## config.mk

```make
export PLATFORM = sky130hd
export DESIGN_NAME = ste_io_decoder
export DESIGN_NICKNAME = d
export VERILOG_FILES = /design/src/rtl/mio_pkg.sv /design/src/rtl/ste_sync.sv /design/src/rtl/ste_io_decoder.sv
export SDC_FILE = /design/constraint.sdc
export NUM_CORES = 1
export LEC_CHECK = 0
export BUFFER_PORTS_ARGS = -buffer_cell sky130_fd_sc_hd__buf_4
export CORE_ASPECT_RATIO = 2
export CORE_MARGIN = 2
export CORE_UTILIZATION = 40
export CTS_CLUSTER_SIZE = 14
export DETAILED_ROUTE_END_ITERATION = 7
export HOLD_SLACK_MARGIN = 0.15
export MAX_ROUTING_LAYER = met4
export PLACE_DENSITY = 0.62
export SYNTH_ARGS = -nofsm -noshare
export SYNTH_HDL_FRONTEND = slang
export SYNTH_SLANG_ARGS = --single-unit
```

## constraint.sdc

```tcl
create_clock -name clk -period 4.7 [get_ports clk]
set_clock_uncertainty 0.1 [all_clocks]
set_input_delay 0.705 -clock clk [delete_from_list [all_inputs] [get_ports clk]]
set_output_delay 0.705 -clock clk [all_outputs]
set_load 0.005 [all_outputs]
```

## src/rtl/mio_pkg.sv

```systemverilog
// Shared types and constants for the MIO card STEbus front-end: state encoding,
// bus polarity and the card's default decode map.
package mio_pkg;

   typedef enum logic [2:0] {
      RECOVER,
      IDLE,
      ACCESS,
      ACK,
      MISS
   } state_e;

   localparam logic ASSERTED_N = 1'b0;
   localparam logic NEGATED_N  = 1'b1;

   // MIO map: ch0 CompactFlash, ch1 printer, ch2 legacy alias over 0..7, ch3 RTC
   localparam logic [19:0] MIO_BASES = {5'b10000, 5'b00000, 5'b00100, 5'b00000};
   localparam logic [19:0] MIO_MASKS = {5'b11110, 5'b11000, 5'b11100, 5'b11100};
   localparam logic [15:0] MIO_WAITS = {4'd3, 4'd1, 4'd2, 4'd0};

   function automatic int CH_W(input int n);
      return (n <= 1) ? 1 : $clog2(n);
   endfunction

endpackage

```

## src/rtl/ste_sync.sv

```systemverilog
// Two-flop synchroniser for a single asynchronous bus signal.
module ste_sync #(
   parameter logic RST_VAL = 1'b1
) (
   input  logic clk,
   input  logic reset,
   input  logic d,
   output logic q
);

   logic meta_q;
   logic sync_q;

   // NOTE: flops take non-blocking assignments so every stage samples the old value of the one before it.
   always_ff @(posedge clk) begin
      if (!reset) begin
         meta_q <= RST_VAL;
         sync_q <= RST_VAL;
      end else begin
         meta_q <= d;
         sync_q <= meta_q;
      end
   end

   assign q = sync_q;

endmodule

```

## src/rtl/ste_io_decoder.sv

```systemverilog
// STEbus slave front-end: windowed chip-select decode, wait states, peripheral
// ready and bus-error timeout generating DATACK*.
module ste_io_decoder
   import mio_pkg::*;
#(
   parameter int                          ADDR_W  = 5,
   parameter int                          NCH     = 4,
   parameter logic [NCH*ADDR_W-1:0]       BASES   = '0,
   parameter logic [NCH*ADDR_W-1:0]       MASKS   = '1,
   parameter int                          WAIT_W  = 4,
   parameter logic [NCH*WAIT_W-1:0]       WAITS   = '0,
   parameter int                          TO_W    = 8,
   parameter int                          TIMEOUT = 200
) (
   input  logic              clk,
   input  logic              reset,
   input  logic [ADDR_W-1:0] addr,
   input  logic              cm0,
   input  logic              ce,
   input  logic [NCH-1:0]    rdy,
   output logic              datack,
   output logic [NCH-1:0]    cs_n,
   output logic              rd,
   output logic              wr,
   output logic              berr,
   output logic [2:0]        chan
);

   localparam int          CHW      = CH_W(NCH);
   localparam logic [31:0] TO_LIMIT = 32'(TIMEOUT);

   state_e            state_q, state_d;
   logic [CHW-1:0]    ch_q, ch_d;
   logic              cm0_q, cm0_d;
   logic [WAIT_W-1:0] cnt_q, cnt_d;
   logic [TO_W-1:0]   tcnt_q, tcnt_d;
   logic              berr_q, berr_d;
   logic [1:0]        rec_q, rec_d;

   logic              ce_s;
   logic              hit;
   logic [CHW-1:0]    hit_ch;
   logic              timeout_hit;
   logic              active;
   logic [WAIT_W-1:0] wait_of [NCH];

   ste_sync #(.RST_VAL(1'b1)) u_ce_sync (
      .clk   (clk),
      .reset (reset),
      .d     (ce),
      .q     (ce_s)
   );

   for (genvar g = 0; g < NCH; g++) begin : g_wait
      assign wait_of[g] = WAITS[g*WAIT_W +: WAIT_W];
   end

   // Scan downwards so the lowest matching channel is the last one written.
   always_comb begin
      hit    = 1'b0;
      hit_ch = '0;
      for (int i = NCH - 1; i >= 0; i--) begin
         if (((addr ^ BASES[i*ADDR_W +: ADDR_W]) & MASKS[i*ADDR_W +: ADDR_W]) == '0) begin
            hit    = 1'b1;
            hit_ch = CHW'(i);
         end
      end
   end

   assign timeout_hit = (32'(tcnt_q) + 32'd1) >= TO_LIMIT;

   // NOTE: every signal written here gets a default first, so no latch is inferred on any path.
   always_comb begin
      state_d = state_q;
      ch_d    = ch_q;
      cm0_d   = cm0_q;
      cnt_d   = cnt_q;
      tcnt_d  = tcnt_q;
      berr_d  = 1'b0;
      rec_d   = (rec_q != 2'd0) ? rec_q - 2'd1 : rec_q;
      case (state_q)
         // The synchroniser refills with reset values, so its output is trusted only once rec_q drains.
         RECOVER: if (rec_q == 2'd0 && ce_s != ASSERTED_N) state_d = IDLE;
         IDLE: begin
            if (ce_s == ASSERTED_N) begin
               ch_d    = hit_ch;
               cm0_d   = cm0;
               cnt_d   = wait_of[hit_ch];
               tcnt_d  = '0;
               state_d = hit ? ACCESS : MISS;
            end
         end
         ACCESS: begin
            tcnt_d = (tcnt_q == '1) ? tcnt_q : tcnt_q + 1'b1;
            if (cnt_q != '0) cnt_d = cnt_q - 1'b1;
            if (ce_s != ASSERTED_N) begin
               state_d = IDLE;
            end else if (cnt_q == '0 && rdy[ch_q]) begin
               state_d = ACK;
            end else if (timeout_hit) begin
               state_d = ACK;
               berr_d  = 1'b1;
            end
         end
         ACK, MISS: if (ce_s != ASSERTED_N) state_d = IDLE;
         default: state_d = RECOVER;
      endcase
   end

   always_ff @(posedge clk) begin
      if (!reset) begin
         state_q <= RECOVER;
         ch_q    <= '0;
         cm0_q   <= 1'b0;
         cnt_q   <= '0;
         tcnt_q  <= '0;
         berr_q  <= 1'b0;
         rec_q   <= 2'd2;
      end else begin
         state_q <= state_d;
         ch_q    <= ch_d;
         cm0_q   <= cm0_d;
         cnt_q   <= cnt_d;
         tcnt_q  <= tcnt_d;
         berr_q  <= berr_d;
         rec_q   <= rec_d;
      end
   end

   assign active = (state_q == ACCESS) || (state_q == ACK);

   always_comb begin
      cs_n   = {NCH{NEGATED_N}};
      rd     = NEGATED_N;
      wr     = NEGATED_N;
      datack = NEGATED_N;
      chan   = '0;
      if (active) begin
         cs_n[ch_q] = ASSERTED_N;
         if (cm0_q) rd = ASSERTED_N;
         else       wr = ASSERTED_N;
         chan = 3'(ch_q);
      end
      if (state_q == ACK) datack = ASSERTED_N;
   end

   assign berr = berr_q;

endmodule

```

==> results of run 1 <==
==> Yosys cell counts, types with 2 or more instances <==
| master | number |
|---|---|
| o21ai_0 | 6 |
| clkbuf_1 | 2 |
| nand4b_1 | 2 |
| nand2_1 | 13 |
| nor3_1 | 5 |
| a211oi_1 | 2 |
| nand3_1 | 4 |
| xor2_1 | 3 |
| and2_1 | 2 |
| o21a_1 | 2 |
| o211ai_1 | 3 |
| ha_1 | 5 |
| a21oi_1 | 5 |
| conb_1 | 2 |
| nor2b_1 | 3 |
| a311oi_1 | 2 |
| dfxtp_1 | 21 |
| inv_1 | 7 |
| buf_4 | 6 |
| nand2b_1 | 6 |
| mux2_2 | 2 |
| nand4_1 | 3 |
| a31oi_1 | 3 |
| o22ai_1 | 3 |
| nor4_1 | 2 |
| or4_1 | 3 |
| nor2_1 | 10 |
==> layout make-up <==
type | instances | area, um^2
Timing Repair Buffer | 14 | 105
Multi-Input combinational cell | 110 | 698
Fill cell | 307 | 1570
Inverter | 8 | 30.0
Sequential cell | 21 | 420
Tap cell | 30 | 37.5
Clock buffer | 4 | 45.0
==> through the flow <==
| stage | util [%] | setup WS (ps) | cell area (um^2) |
|---|---|---|---|
| 2_1_floorplan | - | 2930 | 1220 |
| 3_3_place_gp | 44.4 | 2750 | 1290 |
| 3_5_place_dp | 44.4 | 2730 | 1290 |
| 4_1_cts | 46.0 | 2630 | 1340 |
| 5_1_grt | 46.0 | 2450 | 1340 |
| 6_report | 46.0 | 2650 | 1340 |
==> cell families (layout without fill, tap and decap cells) <==
kind of cell / count (synthesis) / after routing / synth area share (%)
other cells: 2 / 6 / 0.622
compound gates: 32 / 32 / 17.8
flops: 21 / 21 / 34.8
buf+inv: 19 / 26 / 8.60
fa+ha+maj: 5 / 5 / 5.18
xor+xnor: 4 / 4 / 2.90
mux: 3 / 3 / 2.69
simple gates: 60 / 60 / 27.4
==> worst max-delay path, delay by kind of cell (launching register included) <==
family	cells	cell delay, ps
flops	1	450
simple gates	2	390
buf+inv	1	150
==> worst paths after layout <==
| path | start | to | slack [ps] | depth (start not counted) |
|---|---|---|---|---|
| worst max-delay path | state_q[1]$_SDFFE_PN0P_ | datack | 2650 | 3 |
| worst min-delay path | u_ce_sync.meta_q$_SDFF_PN1_ | u_ce_sync.q$_SDFF_PN1_ | 310 | 1 |
| worst max register to register | tcnt_q[0]$_SDFFE_PN0P_ | tcnt_q[5]$_SDFFE_PN0P_ | 2680 | 5 |
| worst min register to register | u_ce_sync.meta_q$_SDFF_PN1_ | u_ce_sync.q$_SDFF_PN1_ | 310 | 1 |
==> power groups by stage <==
stage / Sequential, mW / Clock (mW) / Combinational (mW)
2_1_floorplan: 0.197 / 0 / 0.0542
3_3_place_gp: 0.204 / 0 / 0.0548
3_5_place_dp: 0.204 / 0 / 0.0566
4_1_cts: 0.200 / 0.121 / 0.0569
5_1_grt: 0.202 / 0.128 / 0.0654
6_report: 0.200 / 0.120 / 0.0558
==> flip-flops by register name, summed over array words and instances, names as in the netlist <==
signal            cells
tcnt_q                8
berr                  1
state_q               3
u_ce_sync.q           1
rec_q                 2
u_ce_sync.meta_q      1
cnt_q                 4
cm0_q                 1
==> layer usage <==
layer	vias up	wire (um)	global-route usage [%]
met3	10	145	2.20
met1	505	983	17.5
met5	-	0	-
met4	0	85	8.75
li1	531	-	-
met2	41	1420	31.4
==> placed cells by master, fill, tap and decap left out, types with 3 or more instances in the layout <==
master and n:
a21oi_1 5, a31oi_1 3, buf_4 14, clkbuf_8 3
conb_1 6, dfxtp_1 21, ha_1 5, inv_1 7
nand2_1 13, nand2b_1 6, nand3_1 4, nand4_1 3
nor2_1 10, nor2b_1 3, nor3_1 5, o211ai_1 3
o21ai_0 6, o22ai_1 3, or4_1 3, xor2_1 3
==> flow_summary.ini, run 1 <==
[run_status]
status = completed

[setup_path]
endpoint_kind = output port
required_ps = 3890
path_cells = nor2b_1 > nand2_1 > buf_4
cp_slowest_cell = dfxtp_1
crit_type = register to output port
start_kind = register
cp.arrival_ps = 1250
cp_max_fo = 9
max_stage_delay_ps = 450

[logic_synthesis]
syn_inst = 146
yosysWarnings = 0
avgSynthCellArea_um2 = 8.27
ys_ff_latch = 21
ys_types = 46
syn_area_mm2 = 0.00121
synthFlopType = dfxtp_1
yosysTopAreaCellShare_pct = 34.8
synthTopCellsByArea = dfxtp_1 (35%), ha_1 (5.2%), nand2_1 (4.0%), buf_4 (3.7%), nand2b_1 (3.1%)
synth_top_area_cell = dfxtp_1
yosysSeqAreaShare_pct = 34.8
async_reset_ff_share_pct = 0
synth_edf_count = 0

[sta]
hold_viol = 0
period_needed_ps = 2050
worst_slew_pin_slew_ps = 641
setup_viol = 0
max_slew_margin_pct = 57.1
drv_slew = 0
max_freq_mhz = 487
timing.hold.ws_ps = 311
setup_tns_ps = 0
rsz0062_at_grt = no
finalCritPeriodShare_pct = 43.7

[finish]
drive_gt1_share_pct = 14.6
final_nets = 176
final_cells = 187
area_growth_pct = 10.7
antenna_cells = 0

[die]
num_rows = 28
die_h_um = 81.7
core_mm2 = 0.00291
dieWidth_um = 42.9
ios = 24
die_area_mm2 = 0.00350
start_util_pct = 41.5

[power_and_ir_drop]
sw_frac_of_total_pct = 25.2
total_power_mw = 0.377
combPwrFrac_pct = 14.8
internal_power_mw = 0.281
pwr-share-seq_pct = 53.2
ir_worst_vdd_mv = 0.160
power.switching_mw = 0.0951
p_per_area_mw_per_mm2 = 282
leakage_nw = 0.483
power_frac_clock_pct = 32.0

[drt]
drt_wl_total_mm = 2.63
ant_nets = 0
drc = 0
wire_per_inst_um = 14.1
vias = 1087
first_pass_iters = 4
drt_first_iter_violations = 42
via_per_inst = 5.81

[cts]
cts-htree-levels = 1
clock-sinks = 21
clk_path_buf_depth = 2
post_cts_buffers = 0
clk_pin_slew_worst_paths_ps = 70
cts_resized = 0
ctsHoldBuffers = 0
clock_latency_ps = 260
clk_root_buffer_cell = clkbuf_8
cts_tree = done
cts_buffers = 3

[grt]
antenna_found_initial = 0
grt_pass1_vias = 1057
grt_use_total_pct = 17.2
overflow = 0
grt_pass1_wl_mm = 4.52
grt_max_degree = 13

[placed_design]
dp.cells = 183
hpwl_mm = 1.97
portBuffers = 14
routabilityCongestion = 0.968

[hold_path]
min_path_type = register to register

[job]
cap_violations = 0
(Power assumes the default switching activity.)
==> run 2, diff against run 1 <==
Settings changed: PLACE_DENSITY 0.62 to 0.64.
Clock period 4.7 ns to 1.8 ns, I/O delays scaled along.
==> run 2 against run 1 <==
Compared with the run above: final cell count rose by 6.4%; first-iteration DRC count fell by 60%; count of clock-buffer cells in the layout did not move; wire length rose by 6.2%; cell area rose by 8.6%.
==> flow_summary.ini, run 2 (synthesis results as in run 1) <==
[run_status]
status = completed

[drt]
drc = 0
ant_nets = 0
wire_per_inst_um = 14.0
vias = 1126
drt_first_iter_violations = 17
via_per_inst = 5.66
first_pass_iters = 4
drt_wl_total_mm = 2.79

[cts]
clock-sinks = 21
cts_tree = done
clk_pin_slew_worst_paths_ps = 80
cts_buffers = 3
post_cts_buffers = 0
cts-htree-levels = 1
clk_root_buffer_cell = clkbuf_8
clk_path_buf_depth = 2
clock_latency_ps = 260

[hold_path]
whs_path_depth = 3
whs_endpoint = cm0_q$_SDFFE_PN0P_
min_from = cm0
min_path_type = primary input to register

[sta]
drv_slew = 0
setup_viol = 0
max_freq_mhz = 581
hold_viol = 0
finalCritPeriodShare_pct = 95.6
setup_tns_ps = 0
period_needed_ps = 1720

[finish]
regMostFlops = tcnt_q
area_growth_pct = 20.2
top_regs = tcnt_q: 8 flops, cnt_q: 4 flops, state_q: 3 flops
final_nets = 188
layout_common_cells = buf_4 (25), dfxtp_1 (21), nand2_1 (13)
antenna_cells = 0
stdcell_area_mm2 = 0.00145
nFillCells = 302
final_common_cell = buf_4
largest_reg_flops = 8
drive_gt1_share_pct = 23.1
final_cells = 199

[die]
die_area_mm2 = 0.00350
start_util_pct = 41.5
ios = 24
die_h_um = 81.7
core_mm2 = 0.00291
num_rows = 28
dieWidth_um = 42.9

[grt]
grt_max_degree = 13
overflow = 0
grt_pass1_wl_mm = 4.47
grt_use_total_pct = 17.1
antenna_found_initial = 0
grt_pass1_vias = 1091

[setup_path]
cp_slowest_cell = or4_1
cp.arrival_ps = 1760
critPathTopFamily = simple AND/OR/NAND/NOR gates
crit_buf_inv = 0
r2r-start = tcnt_q[1]$_SDFFE_PN0P_
crit_type = register to register
path_cells = ha_1 > or4_1 > a311oi_2 > o22ai_1
start_kind = register
max_stage_delay_ps = 490
r2r.worst_path.cells = 4
r2r_end = state_q[0]$_SDFFE_PN0P_
cp_max_fo = 6
rrSetupSlack_ps = 80
endpoint_kind = register
cp-startpoint = tcnt_q[1]$_SDFFE_PN0P_
required_ps = 1840

[placed_design]
dp.cells = 194
hpwl_mm = 2.19
placed_area_mm2 = 0.00137
routabilityCongestion = 0.917
portBuffers = 14

[job]
cap_violations = 0

[power_and_ir_drop]
total_power_mw = 0.998
ir_worst_vdd_mv = 0.388
p_per_area_mw_per_mm2 = 688
leakage_nw = 0.548
## run 2: cell types whose count changed in the layout (fill, tap and decap cells not counted), sizes merged
cell         change
buf             +11
dlygate4sd3      +1
## run 2: metrics by stage
step | setup WS, ps | util (%) | hold WS [ps]
after global routing | -1.85 | 49.9 | 152
after global placement | 17.4 | 47.2 | 301
after floorplan | 84.0 | - | 271
after CTS | 8.19 | 49.3 | 154
after detailed placement | 12.9 | 47.2 | 297
final | 79.4 | 49.9 | 150
## run 2: layout make-up
class / instances / area [um^2] / share of cell area (%)
clock buffer: 4 / 45.0 / 3.10
inverter: 8 / 30.0 / 2.07
multi-input combinational: 110 / 721 / 49.7
sequential: 21 / 420 / 29.0
tap: 30 / 37.5 / 2.59
timing repair buffer: 26 / 198 / 13.6
## run 2: per-layer routing
metal	vias up	GRT usage (%)	routed length, um
met5	-	-	0
met4	0	9.06	69
met3	7	1.98	56
met2	23	33.2	1640
met1	538	15.4	1030
li1	558	-	-
## run 2: worst min-delay path: cells and delay by family
| family | cells | cell delay, ps |
|---|---|---|
| buffers and inverters | 1 | 80 |
| muxes | 1 | 50 |
| and+or+nand+nor | 1 | 70 |
## run 2: worst max-delay path by stage
stage / endpoint / slack (ps) / depth (start not counted)
2_1_floorplan: state_q[0]$_SDFFE_PN0P_ / 80 / 4
3_5_place_dp: tcnt_q[2]$_SDFFE_PN0P_ / 10 / 4
6_report: state_q[0]$_SDFFE_PN0P_ / 80 / 4
5_1_grt: tcnt_q[5]$_SDFFE_PN0P_ / -2 / 6
3_3_place_gp: tcnt_q[2]$_SDFFE_PN0P_ / 20 / 4
4_1_cts: tcnt_q[5]$_SDFFE_PN0P_ / 8 / 6
## run 2: power breakdown
| part | internal [mW] | leakage [nW] | switching (mW) | total (mW) |
|---|---|---|---|---|
| logic | 0.0931 | 0.355 | 0.0774 | 0.170 |
| clock network | 0.158 | 0.0228 | 0.153 | 0.311 |
| registers | 0.494 | 0.170 | 0.0221 | 0.517 |
## run 2: timing repair
item / in CTS / in global routing
gates resized for setup: 1 / 4
endpoints found under the setup margin: 1 / 6
pin swaps: 0 / 1
hold endpoints to repair: 1 / 0
hold buffers: 1 / 0
==> run 3, diff against run 2 <==
Settings changed: SETUP_SLACK_MARGIN from default to 0.15.
==> run 3 against run 2 <==
Compared with the run above: sequential cell count unchanged; core utilization up 3.8 points; hold slack better by 11 ps; largest cell class unchanged; wire length up 2.7%; die area unchanged; combinational power up 9%; count of clock-buffer cells in the layout down 1; sequential power down 1%; sequential share of layout area down 1.2 points.
==> flow_summary.ini, run 3 (synthesis results as in run 1) <==
[finish]
seq_area_um2 = 433
final_cells = 201
stdcell_area_mm2 = 0.00156
area_growth_pct = 29.3
utilization_pct = 53.7
regMostFlops = tcnt_q
nFillCells = 288
top_regs = tcnt_q: 8 flops, cnt_q: 4 flops, state_q: 3 flops
final_common_cell = buf_4
final_nets = 190
drive_gt1_share_pct = 31.6
largest_reg_flops = 8
multi_input_area_um2 = 800
antenna_cells = 0
layout_common_cells = buf_4 (26), dfxtp_1 (17), nand2_1 (13)

[cts]
clock-sinks = 21
cts_buffers = 3
cts_tree = done
cts-htree-levels = 1
clk_root_buffer_cell = clkbuf_8
post_cts_buffers = 0
clk_path_buf_depth = 2
clk_pin_slew_worst_paths_ps = 80
clock_latency_ps = 260

[setup_path]
required_ps = 1880
endpoint_kind = register
r2r-start = state_q[0]$_SDFFE_PN0P_
crit_type = register to register
start_kind = register
cp_max_fo = 6
r2r_end = berr$_SDFF_PP0_
cp.arrival_ps = 1690
rrSetupSlack_ps = 190
r2r.worst_path.cells = 4

[grt]
grt_pass1_vias = 1101
antenna_found_initial = 0
grt_pass1_wl_mm = 4.72
grt_max_degree = 13
grt_use_total_pct = 18.0
overflow = 0

[hold_path]
whs_path_depth = 2
min_path_type = primary input to register
whs_endpoint = rec_q[1]$_SDFFE_PN1P_
min_from = reset

[power_and_ir_drop]
ir_worst_vdd_mv = 0.388
leakage_nw = 0.601
p_per_area_mw_per_mm2 = 647

[sta]
drv_slew = 0
hold_viol = 0
max_freq_mhz = 622
setup_viol = 0
period_needed_ps = 1610
finalCritPeriodShare_pct = 89.3
setup_tns_ps = 0
rsz0062_at_grt = yes

[drt]
wire_per_inst_um = 14.3
drt_first_iter_violations = 25
vias = 1149
drt_wl_total_mm = 2.87
first_pass_iters = 4
via_per_inst = 5.72
drc = 0
ant_nets = 0

[die]
core_mm2 = 0.00291
die_h_um = 81.7
ios = 24
start_util_pct = 41.5
die_area_mm2 = 0.00350
num_rows = 28
dieWidth_um = 42.9

[placed_design]
hpwl_mm = 2.20
routabilityCongestion = 0.923
dp.cells = 195
portBuffers = 14
placed_area_mm2 = 0.00140

[job]
cap_violations = 0

[run_status]
status = completed
==> run 3: changes by cell type in the layout (fill, tap and decap cells not counted), sizes merged <==
cell         change
buf              +1
clkbuf           -1
clkinv           +1
dlygate4sd3      +1
==> run 3: worst max-delay path by stage <==
stage                                  startpoint                 endpoint  slack [ps]  depth (start not counted)
after floorplan            tcnt_q[0]$_SDFFE_PN0P_  state_q[0]$_SDFFE_PN0P_         170                          4
after global placement    state_q[0]$_SDFFE_PN0P_          berr$_SDFF_PP0_          90                          4
after detailed placement  state_q[0]$_SDFFE_PN0P_          berr$_SDFF_PP0_          30                          4
after CTS                   cnt_q[0]$_SDFFE_PN0P_    cnt_q[3]$_SDFFE_PN0P_         140                          6
after global routing      state_q[0]$_SDFFE_PN0P_   tcnt_q[7]$_SDFFE_PN0P_          80                          6
final                     state_q[0]$_SDFFE_PN0P_          berr$_SDFF_PP0_         190                          4
==> run 3: per-stage QoR <==
stage          hold WS, ps  total power [mW]  worst slack, ps
2_1_floorplan          271             0.656              165
3_3_place_gp           299             0.692             94.5
3_5_place_dp           298             0.704             27.1
4_1_cts                162              1.02              135
5_1_grt                176              1.07             75.5
6_report               161              1.01              193
==> run 3: report_power, final <==
part / total [mW] / internal, mW / leakage, nW / switching (mW)
sequential: 0.510 / 0.490 / 0.173 / 0.0207
combinational: 0.185 / 0.102 / 0.402 / 0.0828
clock: 0.315 / 0.154 / 0.0255 / 0.161
==> run 3: final cells by class <==
class	count	area share, %
clock buffers	3	2.64
clock inverters	1	0.321
multi-input cells	110	51.2
well taps	30	2.40
inverters	8	1.92
repair buffers	28	13.8
flip-flops and latches	21	27.7
==> run 3: per-layer routing <==
layer,track usage (%),routed length (um)
met1,17.1,1040
met2,34.4,1690
met3,2.20,75
met4,8.75,60
met5,-,0
==> run 3: critical path: stages, from the launching register on <==
cell	delay [ps]
dfxtp_1	360
or3b_4	460
a311oi_4	310
nand4_1	130
nor3_1	170
==> run 3: repair_timing <==
item                                    CTS  global route
gates cloned                              0             0
resized for setup                        12            14
hold endpoints to repair                  2             0
hold buffers                              2             0
endpoints found under the setup margin    9            16
pin swaps                                 2             1
